===== src/rtl/cmd_decoder_if.sv =====
// Byte-in / command-out bundle for cmd_decoder.
// master = byte source and command consumer; slave = the decoder.
interface cmd_decoder_if;
  logic [7:0]  rx_data;
  logic        rx_valid;
  logic [47:0] write_read_req;
  logic        wr;
  logic        cmd_valid;
  logic        cmd_ready;
  logic        hdr_err;
  logic        to_err;
  logic        ovr_err;

  modport master (
    output rx_data, rx_valid, cmd_ready,
    input  write_read_req, wr, cmd_valid, hdr_err, to_err, ovr_err
  );

  modport slave (
    input  rx_data, rx_valid, cmd_ready,
    output write_read_req, wr, cmd_valid, hdr_err, to_err, ovr_err
  );
endinterface


===== src/rtl/cmd_decoder.sv =====
// Assembles 7-byte UART frames (header + 6 payload bytes, MSB first) into a held command.
// Command appears 1 cycle after the last byte; holds until cmd_ready, dropping bytes meanwhile.
module cmd_decoder #(
  parameter logic [15:0] TIMEOUT_CYCLES = 16'd50000
) (
  input logic         clk,
  input logic         rst,
  cmd_decoder_if.slave bus
);

  typedef enum logic [1:0] {IDLE, PAYLOAD, HOLD} state_t;

  localparam logic [15:0] TO_LAST = TIMEOUT_CYCLES - 16'd1;

  state_t      state;
  logic [47:0] req_q;
  logic        wr_q;
  logic        cmd_valid_q;
  logic        hdr_err_q;
  logic        to_err_q;
  logic        ovr_err_q;
  logic [2:0]  byte_cnt;
  logic [15:0] to_cnt;

  always_ff @(posedge clk) begin
    if (rst) begin
      state       <= IDLE;
      req_q       <= 48'h0;
      wr_q        <= 1'b0;
      cmd_valid_q <= 1'b0;
      hdr_err_q   <= 1'b0;
      to_err_q    <= 1'b0;
      ovr_err_q   <= 1'b0;
      byte_cnt    <= 3'd0;
      to_cnt      <= 16'd0;
    end else begin
      hdr_err_q <= 1'b0;
      to_err_q  <= 1'b0;
      ovr_err_q <= 1'b0;
      case (state)
        IDLE: begin
          if (bus.rx_valid) begin
            if (bus.rx_data == 8'h02 || bus.rx_data == 8'h03) begin
              wr_q     <= (bus.rx_data == 8'h02);
              byte_cnt <= 3'd0;
              to_cnt   <= 16'd0;
              state    <= PAYLOAD;
            end else begin
              hdr_err_q <= 1'b1;
            end
          end
        end
        PAYLOAD: begin
          // A byte arriving on the threshold cycle takes priority over the timeout.
          if (bus.rx_valid) begin
            req_q    <= {req_q[39:0], bus.rx_data};
            byte_cnt <= byte_cnt + 3'd1;
            to_cnt   <= 16'd0;
            if (byte_cnt == 3'd5) begin
              state       <= HOLD;
              cmd_valid_q <= 1'b1;
            end
          end else if (to_cnt == TO_LAST) begin
            state    <= IDLE;
            to_err_q <= 1'b1;
            byte_cnt <= 3'd0;
            to_cnt   <= 16'd0;
          end else begin
            to_cnt <= to_cnt + 16'd1;
          end
        end
        HOLD: begin
          if (bus.rx_valid) begin
            ovr_err_q <= 1'b1;
          end
          if (bus.cmd_ready) begin
            state       <= IDLE;
            cmd_valid_q <= 1'b0;
          end
        end
        default: state <= IDLE;
      endcase
    end
  end

  assign bus.write_read_req = req_q;
  assign bus.wr             = wr_q;
  assign bus.cmd_valid      = cmd_valid_q;
  assign bus.hdr_err        = hdr_err_q;
  assign bus.to_err         = to_err_q;
  assign bus.ovr_err        = ovr_err_q;

endmodule


===== src/flat_wrapper.sv =====
// flat-port wrapper written by rule: the top's interface ports become plain ports
module cmd_decoder_flat 
#(
  parameter logic [15:0] TIMEOUT_CYCLES = 16'd50000
)
  (clk, rst, bus_rx_data, bus_rx_valid, bus_cmd_ready, bus_write_read_req, bus_wr, bus_cmd_valid, bus_hdr_err, bus_to_err, bus_ovr_err);
  cmd_decoder_if bus_i ();
  input logic clk;
  input logic rst;
  input wire logic [$bits(bus_i.rx_data)-1:0] bus_rx_data;
  input wire logic [$bits(bus_i.rx_valid)-1:0] bus_rx_valid;
  input wire logic [$bits(bus_i.cmd_ready)-1:0] bus_cmd_ready;
  output wire logic [$bits(bus_i.write_read_req)-1:0] bus_write_read_req;
  output wire logic [$bits(bus_i.wr)-1:0] bus_wr;
  output wire logic [$bits(bus_i.cmd_valid)-1:0] bus_cmd_valid;
  output wire logic [$bits(bus_i.hdr_err)-1:0] bus_hdr_err;
  output wire logic [$bits(bus_i.to_err)-1:0] bus_to_err;
  output wire logic [$bits(bus_i.ovr_err)-1:0] bus_ovr_err;
  assign bus_i.rx_data = bus_rx_data;
  assign bus_i.rx_valid = bus_rx_valid;
  assign bus_i.cmd_ready = bus_cmd_ready;
  assign bus_write_read_req = bus_i.write_read_req;
  assign bus_wr = bus_i.wr;
  assign bus_cmd_valid = bus_i.cmd_valid;
  assign bus_hdr_err = bus_i.hdr_err;
  assign bus_to_err = bus_i.to_err;
  assign bus_ovr_err = bus_i.ovr_err;
  cmd_decoder #(.TIMEOUT_CYCLES(TIMEOUT_CYCLES)) u_core (.clk(clk), .rst(rst), .bus(bus_i));
endmodule

===== config.mk =====
export PLATFORM = sky130hd
export DESIGN_NAME = cmd_decoder_flat
export DESIGN_NICKNAME = d
export VERILOG_FILES = /design/src/rtl/cmd_decoder_if.sv /design/src/rtl/cmd_decoder.sv /design/src/flat_wrapper.sv
export SDC_FILE = /design/constraint.sdc
export NUM_CORES = 1
export LEC_CHECK = 0
export BUFFER_PORTS_ARGS = -buffer_cell sky130_fd_sc_hd__buf_4
export CAP_MARGIN = 20
export CORE_MARGIN = 1.5
export CORE_UTILIZATION = 55
export DETAILED_ROUTE_END_ITERATION = 10
export GPL_TIMING_DRIVEN = 0
export PLACE_DENSITY_LB_ADDON = 0.2
export SLEW_MARGIN = 20
export SYNTH_ARGS = -nofsm -noshare
export SYNTH_HDL_FRONTEND = slang
export SYNTH_SLANG_ARGS = --single-unit

===== constraint.sdc =====
create_clock -name clk -period 3.3 [get_ports clk]
set_input_delay 0.33 -clock clk [delete_from_list [all_inputs] [get_ports clk]]
set_output_delay 0.33 -clock clk [all_outputs]
set_load 0.01 [all_outputs]

### Word level (Yosys, flattened, before mapping)

Index checks and enable logic that the tools add are counted.

* ROM bits: 0
* memories kept: 0
* logic and storage cells: 65
* output and inout port bits: 53
* input port bits: 12
* bits in latches: 0
* memory bits (writable): 0
* register bits after elaboration: 74

* bitwise operators: 4
* shift-type cells: 0
* reduce and logical (&&, ||, !) cells: 13
* equal/unequal tests: 13
* multiplexer cells: 24
* div/mod/pow operators: 0
* order comparisons: 0
* add/subtract/negate cells: 2
* $mul: 0

Operator list (count)
* 2-to-1 mux 16 bit: 4
* case mux 16 bit (2 select lines): 1
* adder 16 x 1 -> 16 bit, second input constant: 1
* == test 16 bit, second input constant: 1
* == test 8 x 2 -> 1 bit, second input constant: 2
* 2-to-1 mux 2 bit: 6
* 2-to-1 mux 3 bit: 4
* AND reduction 4 bit: 2
* 2-to-1 mux 1 bit: 6
* inequality test 2 bit, second input constant: 3
* inequality test 3 x 2 -> 1 bit, second input constant: 2
* case mux 2 bit (3 select lines): 1
* case mux 3 bit (2 select lines): 1
* AND reduction 3 bit: 2
* OR reduction 3 bit: 2
* AND reduction 5 bit: 1
* inequality test 2 x 1 -> 1 bit, second input constant: 2
* inverter 1 bit: 4
* nonzero test 2 bit: 2
* adder 3 x 1 -> 3 bit, second input constant: 1
* == test 3 bit, second input constant: 1
* == test 2 x 1 -> 1 bit, second input constant: 1
* == test 2 bit, second input constant: 1
* logical NOT 2 bit: 1
* other kinds (4): 4

### Longest topological paths before layout

* depth in word-level cells: 5
* depth in mapped cells: 8
* mapped depth without buffers: 6

### Worst setup path after synthesis

No wires, ideal clock.

* kind: input port to flip-flop
* from: input port bus_rx_data[4]
* to: register u_core.to_cnt[15]
* cell stages on the path: 5
* arrival time: 2.071 ns
* path slack: 1.160 ns
* required time: 3.230 ns
* library setup time: 0.070 ns
* buffers on the path: 0
* path through: or4_4 o21a_4 or4b_4 or3_1 a21oi_1

* longest elaborated chain between the ends: 4
* elaborated cells on any way between the ends: 5
* classes of those cells: 3 x eq/ne; 2 x reduce/logical

RTL lines
* start, declared: line flat_wrapper.sv:10 `input wire logic [$bits(bus_i.rx_data)-1:0] bus_rx_data;`
* == test 8 x 2 -> 1 bit: line cmd_decoder.sv:43 `if (bus.rx_data == 8'h02 || bus.rx_data == 8'h03) begin`
* logical OR 1 bit (*): line cmd_decoder.sv:43
* inequality test 2 x 1 -> 1 bit (no line) (*)
* AND reduction 3 bit (no line) (*)
* end signal, assigned: line cmd_decoder.sv:69 `to_cnt <= to_cnt + 16'd1;`
* end, declared: line cmd_decoder.sv:23 `logic [15:0] to_cnt;`

Every way passes the cells marked *; elsewhere a longest branch is shown, timed or not.
A chain may end at the register's enable or synchronous reset.

### Final worst setup path

* from: register u_core.to_cnt[6]
* to: register u_core.to_cnt[9]

* longest elaborated chain between the ends: 4
* elaborated cells on any way between the ends: 5
* classes of those cells: 1 x add/sub; 1 x eq/ne; 3 x mux

RTL lines
* adder 16 x 1 -> 16 bit or == test 16 bit (tied branches): line cmd_decoder.sv:69, cmd_decoder.sv:63
* 2-to-1 mux 16 bit (*): line cmd_decoder.sv:63 `end else if (to_cnt == TO_LAST) begin`
* 2-to-1 mux 16 bit (*): line cmd_decoder.sv:55 `if (bus.rx_valid) begin`
* case mux 16 bit (2 select lines) (*): line cmd_decoder.sv:40 `case (state)`

Marked as above.

==> out/qor.yml <==
grt:
  track_usage: 0.251
  grt_remaining_overflow: 0
  grt_pass1_vias: 2323
  grt_start_max_net_pins: 13
  antenna_found_initial: 0
  grt_pass1_wl_mm: 10.7
cells_and_area:
  antennaDiodeCount: 0
  multi_input_area_um2: 1290
  drive_gt1_frac: 0.193
  num-nets-final: 439
  fill_cells: 435
  area_growth_pct: 26.6
  instances_no_fill: 499
  seq_area_um2: 1480
routing:
  route.detailed.drc: 0
  dr.first_iter.drc_count: 157
  wire_per_inst_um: 13.3
  vias: 2609
  antenna_left: 0
  drt-total-wl_mm: 6.66
  viasPerCell: 5.23
  dr.pass1.iters: 4
clock_network:
  clkLatencyLatePin_ps: 340
  cts_tree: "done"
  ctsResizeCount: 0
  cts_made_buffers: 9
  cts_htree_levels: 3
  hold_buffers: 0
  root_buffer: "clkbuf_8"
  clockBufferDepth: 2
  cts.reportedPaths.clkPinSlew_ps: 80
  cts_sinks: 74
  postCtsSetupBuffers: 0
floorplan:
  die_h_um: 75.3
  rows: 26
  die_w_um: 75.3
  start_util: 0.566
  die_area_um2: 5660
  ios: 65
  core-area_um2: 5070
setup_path:
  start_kind: "flop"
  cp-end-kind: "flop"
  worstPathArrival_ps: 2730
  critPathMaxFanout: 10
  setup.worst_path.class: "flop to flop"
  cp_data_required_time_ps: 3520
synth:
  yosys_most_used_dff: "dfxtp_1"
  synthArstFlopShare: 0
  avgSynthCellArea_um2: 8.20
  yosysSeqAreaShare: 0.516
  synth_warnings: 0
  syn-instance-count: 350
  syn_area_um2: 2870
  yosysTopAreaCell: "dfxtp_1"
  synth.most_common_cell: "nand2_1"
  ys_types: 39
  ys_ff_latch: 74
  ys_top_cells_by_count: "nand2_1, dfxtp_1, a21oi_1, nor2_1, clkbuf_1"
  yosys.area.top_type_share: 0.516
  synth_edf_count: 0
  synth_area_leaders: "dfxtp_1, nand2_1, a21oi_1"
  synth_nets: 365
timing:
  fmax_mhz: 398
  max-slew-margin-rel: 0.618
  finalCriticalPeriod_ps: 2510
  fin_skew_ps: 9.64
  maxSlewViolCount: 0
  hold_viol: 0
  setup_viol: 0
  rsz0062_at_grt: "no"
  fin_tns_setup_ps: 0
  tightest_slew_ps: 573
  period_share: 0.760
  hold_ws_ps: 201
placed_design:
  port-buffer-count: 63
  place.gp.congestion: 0.833
  hpwl_mm: 4.77
  numPlacedInstances: 483
outcome:
  outcome: "complete, no violations"
power:
  power_density_nw_per_um2: 454
  ir_worst_vdd_uv: 311
  leakage_uw: 0.00136
run:
  cap_violations: 0
hold_path:
  hold_path_class: "input pin to flop"
## power by group
| part | total [uW] | switching [uW] | internal (uW) |
|---|---|---|---|
| sequential | 894 | 0.773 | 894 |
| combinational | 45.0 | 28.8 | 16.2 |
| clock | 712 | 321 | 391 |
## routing by layer
metal	global-route usage	vias up	wire, um
li1	-	1323	-
met1	0.336	1187	3050
met2	0.392	91	3110
met3	0.0710	8	419
met4	0.0833	0	74
met5	0	-	0
## registers in the layout, indices dropped and copies added, names as in the netlist, 2 cells and up
register,cells
u_core.bus.write_read_req,48
u_core.to_cnt,16
u_core.byte_cnt,3
u_core.state,2
## worst paths after layout
path | startpoint | endpoint | slack (ps) | cells after the start
setup reg to reg | u_core.to_cnt[6]$_SDFFE_PP0P_ | u_core.to_cnt[9]$_SDFFE_PP0P_ | 790 | 7
hold / removal | bus_cmd_ready | u_core.bus.cmd_valid$_SDFFE_PP0P_ | 200 | 2
setup / recovery | u_core.to_cnt[6]$_SDFFE_PP0P_ | u_core.to_cnt[9]$_SDFFE_PP0P_ | 790 | 7
hold reg to reg | u_core.bus.write_read_req[44]$_SDFFE_PP0P_ | u_core.bus.write_read_req[44]$_SDFFE_PP0P_ | 460 | 2
## cells by family (layout without fill, tap and decap cells)
kind of cell,count (synthesis),in the layout,share of synthesized area
AO/OA/AOI/OAI,66,66,0.127
XOR/XNOR,13,13,0.0397
adder cells (fa/ha/maj),3,3,0.0131
buffers and inverters,26,105,0.0344
flip-flops,74,74,0.516
multiplexers,2,2,0.00697
AND/OR/NAND/NOR,166,166,0.263
## cell usage in the layout (no fill, tap or decap), types with 2 or more instances in the layout
master / synthesis / layout
a21oi_1: 53 / 53
a31oi_1: 2 / 2
and3_1: 3 / 3
and4b_1: 2 / 2
buf_4: 0 / 63
clkbuf_1: 21 / 22
clkbuf_8: 0 / 11
clkinv_2: 0 / 2
dfxtp_1: 74 / 74
ha_1: 3 / 3
inv_1: 4 / 4
mux2i_1: 2 / 2
nand2_1: 103 / 103
nand3_1: 5 / 5
nand4_1: 5 / 5
nor2_1: 22 / 22
nor2b_1: 3 / 3
nor3_1: 6 / 6
nor4_1: 2 / 2
nor4b_1: 3 / 3
o21ai_0: 4 / 4
or3_1: 2 / 2
xnor2_1: 10 / 10
xor2_1: 3 / 3
## area by class of cell
cell class / instances / share of cell area
Tap cell: 70 / 0.0241
Clock buffer: 12 / 0.0427
Inverter: 4 / 0.00413
Buffer: 22 / 0.0231
Multi-Input combinational cell: 250 / 0.355
Clock inverter: 4 / 0.0134
Timing Repair Buffer: 63 / 0.130
Sequential cell: 74 / 0.407
## per-stage QoR
step                area (um^2)  setup slack [ps]  power [uW]  utilization
floorplan                  2870              1160         938            -
global placement           3430               596         959        0.676
detailed placement         3430               558         960        0.676
CTS                        3640               825        1660        0.716
global route               3640               567        1710        0.716
finish                     3640               790        1650        0.716
## critical path, cell delays in order (launching register included)
cell and delay (ps):
dfxtp_1 440, nor4bb_1 350, nand4_1 210, a221oi_1 580, or2_2 200, clkbuf_1 260, buf_2 280, nor2_1 70
No activity file was read; power rests on OpenSTA's default activity.
